==> src/rtl/monitor_contador_modulo9.sv <==
// Sequence monitor for an upstream mod-MODULO counter: checks each sampled value,
// counts completed wraps and latches the first out-of-sequence sample.
module monitor_contador_modulo9 #(
    parameter int unsigned MODULO   = 9,
    parameter int unsigned CICLOS_W = 8
) (
    input  logic                clk_input,
    input  logic                clear_input,
    input  logic [3:0]          contador_input,
    input  logic                enable_input,
    input  logic                resync_input,
    output logic                wrap_output,
    output logic [CICLOS_W-1:0] ciclos_output,
    output logic                erro_output,
    output logic [3:0]          erro_valor_output,
    output logic [1:0]          estado_output
);

    localparam logic [4:0] MOD_EXT = 5'(MODULO);
    localparam logic [3:0] LAST    = 4'(MODULO - 1);

    typedef enum logic [1:0] {
        IDLE    = 2'b00,
        TRACK   = 2'b01,
        FAULT   = 2'b10,
        ILLEGAL = 2'b11
    } estado_t;

    estado_t             estado_q, estado_d;
    logic [3:0]          prev_q, prev_d;
    logic                wrap_q, wrap_d;
    logic [CICLOS_W-1:0] ciclos_q, ciclos_d;
    logic                erro_q, erro_d;
    logic [3:0]          valor_q, valor_d;
    logic [3:0]          esperado;

    // State and output registers; clear is sampled on the clock edge only
    always_ff @(posedge clk_input) begin
        if (!clear_input) begin
            estado_q <= IDLE;
            prev_q   <= 4'd0;
            wrap_q   <= 1'b0;
            ciclos_q <= '0;
            erro_q   <= 1'b0;
            valor_q  <= 4'd0;
        end else begin
            estado_q <= estado_d;
            prev_q   <= prev_d;
            wrap_q   <= wrap_d;
            ciclos_q <= ciclos_d;
            erro_q   <= erro_d;
            valor_q  <= valor_d;
        end
    end

    // Next-state and next-output logic
    always_comb begin
        estado_d = estado_q;
        prev_d   = prev_q;
        wrap_d   = 1'b0;
        ciclos_d = ciclos_q;
        erro_d   = erro_q;
        valor_d  = valor_q;
        esperado = (prev_q == LAST) ? 4'd0 : prev_q + 4'd1;

        case (estado_q)
            IDLE: begin
                if (enable_input) begin
                    if ({1'b0, contador_input} >= MOD_EXT) begin
                        estado_d = FAULT;
                        erro_d   = 1'b1;
                        valor_d  = contador_input;
                    end else begin
                        estado_d = TRACK;
                        prev_d   = contador_input;
                    end
                end
            end
            TRACK: begin
                if (enable_input) begin
                    if (contador_input == esperado) begin
                        prev_d = contador_input;
                        if (prev_q == LAST) begin
                            wrap_d = 1'b1;
                            if (ciclos_q != '1) begin
                                ciclos_d = ciclos_q + CICLOS_W'(1);
                            end
                        end
                    end else if (contador_input != prev_q) begin
                        estado_d = FAULT;
                        erro_d   = 1'b1;
                        valor_d  = contador_input;
                    end
                end
            end
            FAULT: begin
                // Resync wins over any sample presented on the same edge
                if (resync_input) begin
                    estado_d = IDLE;
                    erro_d   = 1'b0;
                    valor_d  = 4'd0;
                end
            end
            default: begin
                estado_d = IDLE;
            end
        endcase
    end

    assign wrap_output       = wrap_q;
    assign ciclos_output     = ciclos_q;
    assign erro_output       = erro_q;
    assign erro_valor_output = valor_q;
    assign estado_output     = estado_q;

endmodule
==> config.mk <==
export PLATFORM = sky130hd
export DESIGN_NAME = monitor_contador_modulo9
export DESIGN_NICKNAME = d
export VERILOG_FILES = /design/src/rtl/monitor_contador_modulo9.sv
export SDC_FILE = /design/constraint.sdc
export NUM_CORES = 1
export LEC_CHECK = 0
export CELL_PAD_IN_SITES_DETAIL_PLACEMENT = 0
export CELL_PAD_IN_SITES_GLOBAL_PLACEMENT = 1
export CORE_ASPECT_RATIO = 2
export CORE_UTILIZATION = 35
export DETAILED_ROUTE_END_ITERATION = 10
export PLACE_DENSITY_LB_ADDON = 0.1
export SYNTH_ARGS = -nofsm -noshare
export SYNTH_HDL_FRONTEND = slang
export SYNTH_SLANG_ARGS = --single-unit
==> constraint.sdc <==
create_clock -name clk_input -period 3.38 [get_ports clk_input]
set_clock_uncertainty 0.05 [all_clocks]
set_input_delay 0.507 -clock clk_input [delete_from_list [all_inputs] [get_ports clk_input]]
set_output_delay 0.507 -clock clk_input [all_outputs]
set_load 0.02 [all_outputs]
**After elaboration in Yosys (flattened, before gate mapping)**

Cells that the tools add are included.

- Flip-flop bits (word level): 20
- Input port bits: 8

- Add/sub/neg operators: 2
- $lt $le $gt $ge: 1
- Eq/ne operators: 14
- Multiplexer cells: 28
- Reduce and logical (&&, ||, !) cells: 8

Operator list:

| cell | count |
|---|---|
| $mux W4 | 11 |
| $ne A2 B2 Y1 const B | 8 |
| $reduce_and A5 Y1 | 3 |
| $mux W2 | 6 |
| $pmux W4 S3 | 1 |
| $add A8 B1 Y8 const B | 1 |
| $ne A8 B8 Y1 const B | 1 |
| $pmux W4 S2 | 1 |
| $mux W1 | 7 |
| $reduce_and A7 Y1 | 1 |
| $pmux W2 S3 | 1 |
| $add A4 B1 Y4 const B | 1 |
| $eq A4 B4 Y1 | 1 |
| $eq A4 B4 Y1 const B | 1 |
| $ge A4 B4 Y1 const B | 1 |
| $ne A4 B4 Y1 | 1 |
| $reduce_and A4 Y1 | 1 |
| $pmux W1 S3 | 1 |
| $reduce_bool A3 Y1 | 1 |
| $eq A2 B1 Y1 const B | 1 |
| $eq A2 B2 Y1 const B | 1 |
| $logic_not A2 Y1 | 1 |
| $reduce_bool A2 Y1 | 1 |

**Longest topological paths before layout**

Gate-level depths: netlist of run 1.

- Depth in word-level cells: 6
- Mapped depth: 9

**Least setup slack after synthesis of run 1**

OpenSTA, ideal clock, no wires.

- Path type: input to register
- Start: input prev_q[0]
- End: register ciclos_q[3], in the netlist ciclos_output[3]
- Arrival: 2014 ps
- Data required time: 3260 ps
- Setup slack: 1246 ps
- Stages on the path: 9
- Path through: dfxtp_1 > inv_1 > ha_1 > a21bo_1 > mux2i_1 > xnor2_2 > nand4_4 > or4_1 > a21oi_1

- Word-level cells in the longest chain between the ends: 4
- Elaborated cells on any way between the ends: 5

RTL lines:

| what | line | RTL |
|---|---|---|
| start: declaration | 30 | `logic [3:0] prev_q, prev_d;` |
| $add A4 B1 Y4 / $eq A4 B4 Y1 (equally long branches) | 64, 83 |  |
| $mux W4 | 64 | `esperado = (prev_q == LAST) ? 4'd0 : prev_q + 4'd1;` |
| $eq A4 B4 Y1 | 81 | `if (contador_input == esperado) begin` |
| $reduce_and A5 Y1 (no line) (*) | - |  |
| end signal: assignment | 50 | `ciclos_q <= ciclos_d;` |
| end: declaration | 32 | `logic [CICLOS_W-1:0] ciclos_q, ciclos_d;` |

Every way passes the cells marked *; elsewhere a longest branch is shown, timed or not.
A chain may end at the register's enable or synchronous reset.

**Final worst setup path of run 1**

Same ends and word-level chain as after synthesis.

==> flow_summary.toml, run 1 <==
[status]
outcome = "finished clean"

[sta]
timing.setup.tns_ns = 0
hold_viol = 0
slew_violations = 0
min_period_ns = 2.42
worst_slew_pin_slew_ns = 0.510
slew-limit-headroom_pct = 65.9
setup-violations-final = 0
rsz0062_at_grt = "no"
fin_crit_sh_pct = 71.6
fmaxAchievable_mhz = 413

[critical_path]
critPathCapture = "ciclos_output[3]"
crit_type = "flip-flop to flip-flop"
critPathArrivalTime_ns = 2.56
worstSetupEndpointType = "flip-flop"
reg2regPathDepth = 8
cp_cell_sequence = "inv_1, ha_1, a21bo_1, mux2i_1, xnor2_2, nand4_4, or4_1, a21oi_1"
critPathLaunch = "prev_q[0]"
critPathMaxFanout = 13
regToRegSetupSlack_ns = 0.96
critPathMaxStageDelay_ns = 0.55
start_kind = "flip-flop"
reg2reg_to = "ciclos_output[3]"
timing.rr.start = "prev_q[0]"
critPathRequiredTime_ns = 3.53
cp_slowest_cell = "or4_1"

[detailed_routing]
drtPass1Iterations = 4
vias = 1191
wl_per_cell_um = 15.5
route.antenna.remaining_nets = 0
wl_um = 3110
post_drt_via_cell_ratio = 5.96
drt_iter0_drc = 29
drc = 0

[clock_tree]
cts_resized = 0
hold_buffers = 0
worstSkewPairLatency_ns = 0.26
clock-root-buffer = "clkbuf_8"
h-tree-depth = 1
post_cts_buffers = 0
clk_pin_slew_ns = 0.08
cts_tree = "yes"
cts_made_buffers = 3
clock_sinks = 20
clk_path_buf_depth = 2

[layout]
nets = 180
multi_input_area_um2 = 773
regArea_um2 = 400
nFillCells = 349
syn_to_final_growth_pct = 23.0
finish.utilization_pct = 45.4
drive_above_1_share_pct = 7.74
antenna-diode-count = 0

[pwr]
leakage_nw = 0.542
irDropWorstVdd_mv = 0.216
total_power_mw = 0.556
power.density_nw_per_um2 = 363

[synth]
ys_ff_latch = 20
syn-num-nets = 160
netlist.area_leader.share_pct = 32.1
synth_area_per_cell_um2 = 8.36
asyncSetResetFlopFracSynth_pct = 0
synthCells = 149
yosys_warnings = 0
synthTopCellsByArea = "dfxtp_1 32%, nand2_1 4.2%, nor2_1 3.3%, a21oi_1 3.2%, mux2i_1 3.2%"
ys_types = 50
synth-seq-area-share_pct = 32.1
syn_area_um2 = 1250
synth_edf_count = 0
synthFlopType = "dfxtp_1"
synth_top_area_cell = "dfxtp_1"

[floorplan]
core_area_um2 = 3380
dieArea_um2 = 3820
die_x_um = 44.2
die_h_um = 86.4
io_pins = 24
initial_core_util_pct = 36.9
fp-row-count = 30

[global_route]
antenna_found_initial = 0
grt_overflow = 0
grt_pass1_wl_um = 5270
grt_max_degree = 18
grtUsageTotal_pct = 18.5
grt_pass1_vias = 1184

[placed_design]
gp_congestion = 0.857
dp_hpwl_um = 2520
port_buffers = 23

[hold_path]
min_path_type = "flip-flop to flip-flop"

[run]
drv_cap = 0
-- Yosys cell counts (all sizes together) (2+ instances only) --
cell,n
inv,7
a21oi,8
nor3b,3
buf,3
o21a,3
o21ai,9
o31a,2
or3,3
nor3,3
nand4,2
nor2,11
nand2b,4
mux2i,4
clkbuf,6
xor2,3
xnor2,3
ha,3
o221ai,2
nand2,14
nand3,8
o2bb2ai,3
a41o,2
dfxtp,20
nor4,4
-- cells in the final DEF (no fill, tap or decap), types with 2 or more instances in the layout --
master,instances
o21a_1,3
o21ai_0,6
nor4_1,4
nand3_1,8
nor3b_1,3
nor2_1,11
nor3_1,3
clkbuf_8,4
ha_1,3
mux2i_1,4
clkdlybuf4s50_1,23
nand2_1,14
nand2b_1,4
xnor2_2,2
o31a_1,2
a41o_1,2
a21oi_1,8
o21ai_1,3
or3_1,3
xor2_1,3
inv_1,6
o2bb2ai_1,3
dfxtp_1,20
-- routing by layer --
| metal | global-route usage (%) | up-vias | part of all wire, % |
|---|---|---|---|
| li1 | - | 582 | - |
| met1 | 17.1 | 565 | 35 |
| met2 | 35.2 | 30 | 57 |
| met3 | 2.50 | 14 | 3.1 |
| met5 | 0 | - | 0 |
| met4 | 11.6 | 0 | 4.7 |
-- worst min-delay path by stage --
| stage | startpoint | endpoint | cells after the start |
|---|---|---|---|
| 2_1_floorplan | prev_q[1] | prev_q[1] | 2 |
| 3_3_place_gp | erro_valor_output[1] | erro_valor_output[1] | 2 |
| 3_5_place_dp | erro_valor_output[1] | erro_valor_output[1] | 2 |
| 4_1_cts | erro_valor_output[1] | erro_valor_output[1] | 2 |
| 5_1_grt | erro_valor_output[0] | erro_valor_output[0] | 2 |
| 6_report | erro_valor_output[1] | erro_valor_output[1] | 2 |
-- flip-flops by register name, summed over array words and instances (netlist names) --
register / flops
ciclos_output: 8
erro_valor_output: 4
prev_q: 4
estado_output: 2
erro_output: 1
wrap_output: 1
-- final cells by class --
class                   count  area share, %
clock buffers               4           3.59
inverters                   7           1.71
multi-input cells         113           50.4
flip-flops and latches     20           26.1
well taps                  32           2.61
repair buffers             24           15.5
-- power breakdown --
| part | internal (mW) | switching [mW] |
|---|---|---|
| Sequential | 0.245 | 0.0146 |
| Combinational | 0.0479 | 0.0608 |
| Clock | 0.104 | 0.0836 |
-- metrics by stage --
stage / cell area [um^2] / hold WS, ns / setup slack (ns) / std cells
2_1_floorplan: 1250 / 0.465 / 1.25 / 149
3_3_place_gp: 1480 / 0.413 / 0.874 / 196
3_5_place_dp: 1480 / 0.412 / 0.830 / 196
4_1_cts: 1530 / 0.423 / 0.946 / 200
5_1_grt: 1530 / 0.448 / 0.732 / 200
6_report: 1530 / 0.420 / 0.961 / 200
-- critical path: cells and delay by family (launching register included) --
kind | cells | cell delay, ns
flops | 1 | 0.45
fa+ha+maj | 1 | 0.24
simple gates | 2 | 0.80
xor+xnor | 1 | 0.20
buf+inv | 1 | 0.07
compound gates | 2 | 0.33
mux | 1 | 0.21
-- logic make-up (layout without fill, tap and decap cells) --
group | after synthesis | after routing | share of synthesized area, %
adder cells (fa/ha/maj) | 3 | 3 | 3.01
AO/OA/AOI/OAI | 37 | 37 | 21.6
XOR/XNOR | 6 | 6 | 5.42
buffers and inverters | 16 | 35 | 5.82
AND/OR/NAND/NOR | 63 | 63 | 28.8
multiplexers | 4 | 4 | 3.21
flip-flops | 20 | 20 | 32.1
(Power assumes the default switching activity.)
==> inputs of run 2 (changes only) <==
- CORE_UTILIZATION: 35 -> 34
- clock period: 3.38 -> 2.2 ns (I/O delays scaled with it)
==> run 2 against run 1 <==
Net effect: count of clock-buffer cells in the layout fell by 1; via count rose by 6.0%; register-to-register slack got worse by 0.87 ns; sequential power rose by 50%; highest routed layer unchanged; sequential share of layout area fell by 2.9 points; largest cell class unchanged; worst setup slack got worse by 0.87 ns; global-route usage rose by 2.1 points; cell count rose by 18%; first-iteration DRC count rose by 28%; sequential cell count did not move.
==> flow_summary.toml, run 2 (synthesis gave the netlist of run 1 again) <==
[detailed_routing]
drc = 0
route.antenna.remaining_nets = 0
post_drt_via_cell_ratio = 5.35
vias = 1263
wl_um = 3510
drt_iter0_drc = 37
drtPass1Iterations = 4
wl_per_cell_um = 14.9

[sta]
min_period_ns = 2.11
rsz0062_at_grt = "yes"
fin_crit_sh_pct = 95.9
timing.setup.tns_ns = 0
slew-limit-headroom_pct = 72.4
worst_slew_pin_slew_ns = 0.414
setup-violations-final = 0
fmaxAchievable_mhz = 474
finalWorstSetupSlack_ns = 0.0909
hold_viol = 0
slew_violations = 0

[layout]
drive_above_1_share_pct = 22.3
layout.cells.non_filler = 236
nets = 201
final_common_cell = "clkdlybuf4s50_1"
antenna-diode-count = 0
layout_common_cells = "23 x clkdlybuf4s50_1, 20 x buf_4, 18 x dfxtp_1"
largest_register_ffs = 8
syn_to_final_growth_pct = 39.3

[global_route]
grt_overflow = 0
grt_max_degree = 17
grt_pass1_vias = 1256
antenna_found_initial = 0
grt_pass1_wl_um = 5840
grtUsageTotal_pct = 20.6

[floorplan]
die_x_um = 44.8
core_area_um2 = 3450
initial_core_util_pct = 36.1
io_pins = 24
dieArea_um2 = 3930
fp-row-count = 30
die_h_um = 87.6

[placed_design]
gp_congestion = 0.846
placed_cells = 231
dp_hpwl_um = 2860
dp_slack_ns = -0.143
port_buffers = 23

[hold_path]
min_path_type = "flip-flop to flip-flop"

[clock_tree]
clk_pin_slew_ns = 0.07
worstSkewPairLatency_ns = 0.26
cts_tree = "yes"
h-tree-depth = 1
clock-root-buffer = "clkbuf_8"
hold_buffers = 0
clk_path_buf_depth = 2
cts_made_buffers = 3
clock_sinks = 20

[critical_path]
start_kind = "flip-flop"
critPathArrivalTime_ns = 2.21
crit_type = "flip-flop to flip-flop"
worstSetupEndpointType = "flip-flop"
critPathMaxFanout = 6
critPathRequiredTime_ns = 2.30

[pwr]
total_power_mw = 0.852
power.density_nw_per_um2 = 491
irDropWorstVdd_mv = 0.302
leakage_nw = 0.652

[status]
outcome = "finished clean"

[run]
drv_cap = 0
-- run 2: cell types whose count changed in the layout (fill, tap and decap cells not counted), sizes merged --
cell	change
buf	+21
clkbuf	-1
-- run 2: per-layer routing --
metal	global-route usage, %	share of wire [%]	up-vias
li1	-	-	627
met1	19.7	35	596
met2	39.7	60	32
met3	1.86	2.3	8
met4	12.1	3.2	0
met5	0	0	-
-- run 2: what timing repair did --
action	4_1_cts	5_1_grt
gates resized for setup	0	10
endpoints found under the setup margin	0	18
buffers inserted	0	2
-- run 2: worst paths after layout --
check / startpoint / end / slack (ns) / depth (start not counted)
max reg2reg: prev_q[1] / erro_valor_output[0] / 0.09 / 8
min reg2reg: erro_valor_output[0] / erro_valor_output[0] / 0.43 / 2
max: prev_q[1] / erro_valor_output[0] / 0.09 / 8
min: erro_valor_output[0] / erro_valor_output[0] / 0.43 / 2
-- run 2: cell type report --
cell class              count  area [um^2]
repair buffers             45          412
fillers                   378         1720
well taps                  48         60.1
inverters                   7         26.3
clock buffers               3         41.3
multi-input cells         113          793
flip-flops and latches     20          403
-- run 2: metrics by stage --
step / cell area, um^2 / hold WS (ns) / util [%]
CTS: 1690 / 0.434 / 49.1
global placement: 1650 / 0.403 / 47.9
finish: 1740 / 0.428 / 50.3
floorplan: 1250 / 0.397 / -
detailed placement: 1650 / 0.423 / 47.9
global route: 1740 / 0.447 / 50.3
-- run 2: power breakdown --
| part | internal (mW) | switching [mW] |
|---|---|---|
| Clock | 0.122 | 0.120 |
| Combinational | 0.105 | 0.114 |
| Sequential | 0.377 | 0.0144 |
-- run 2: critical path, cell delays in order, from the launching register on --
cell,delay [ns]
dfxtp_2,0.36
ha_1,0.19
a21bo_1,0.23
mux2i_2,0.20
xnor2_2,0.17
buf_4,0.17
nand3_1,0.19
a41o_1,0.32
o2bb2ai_1,0.13
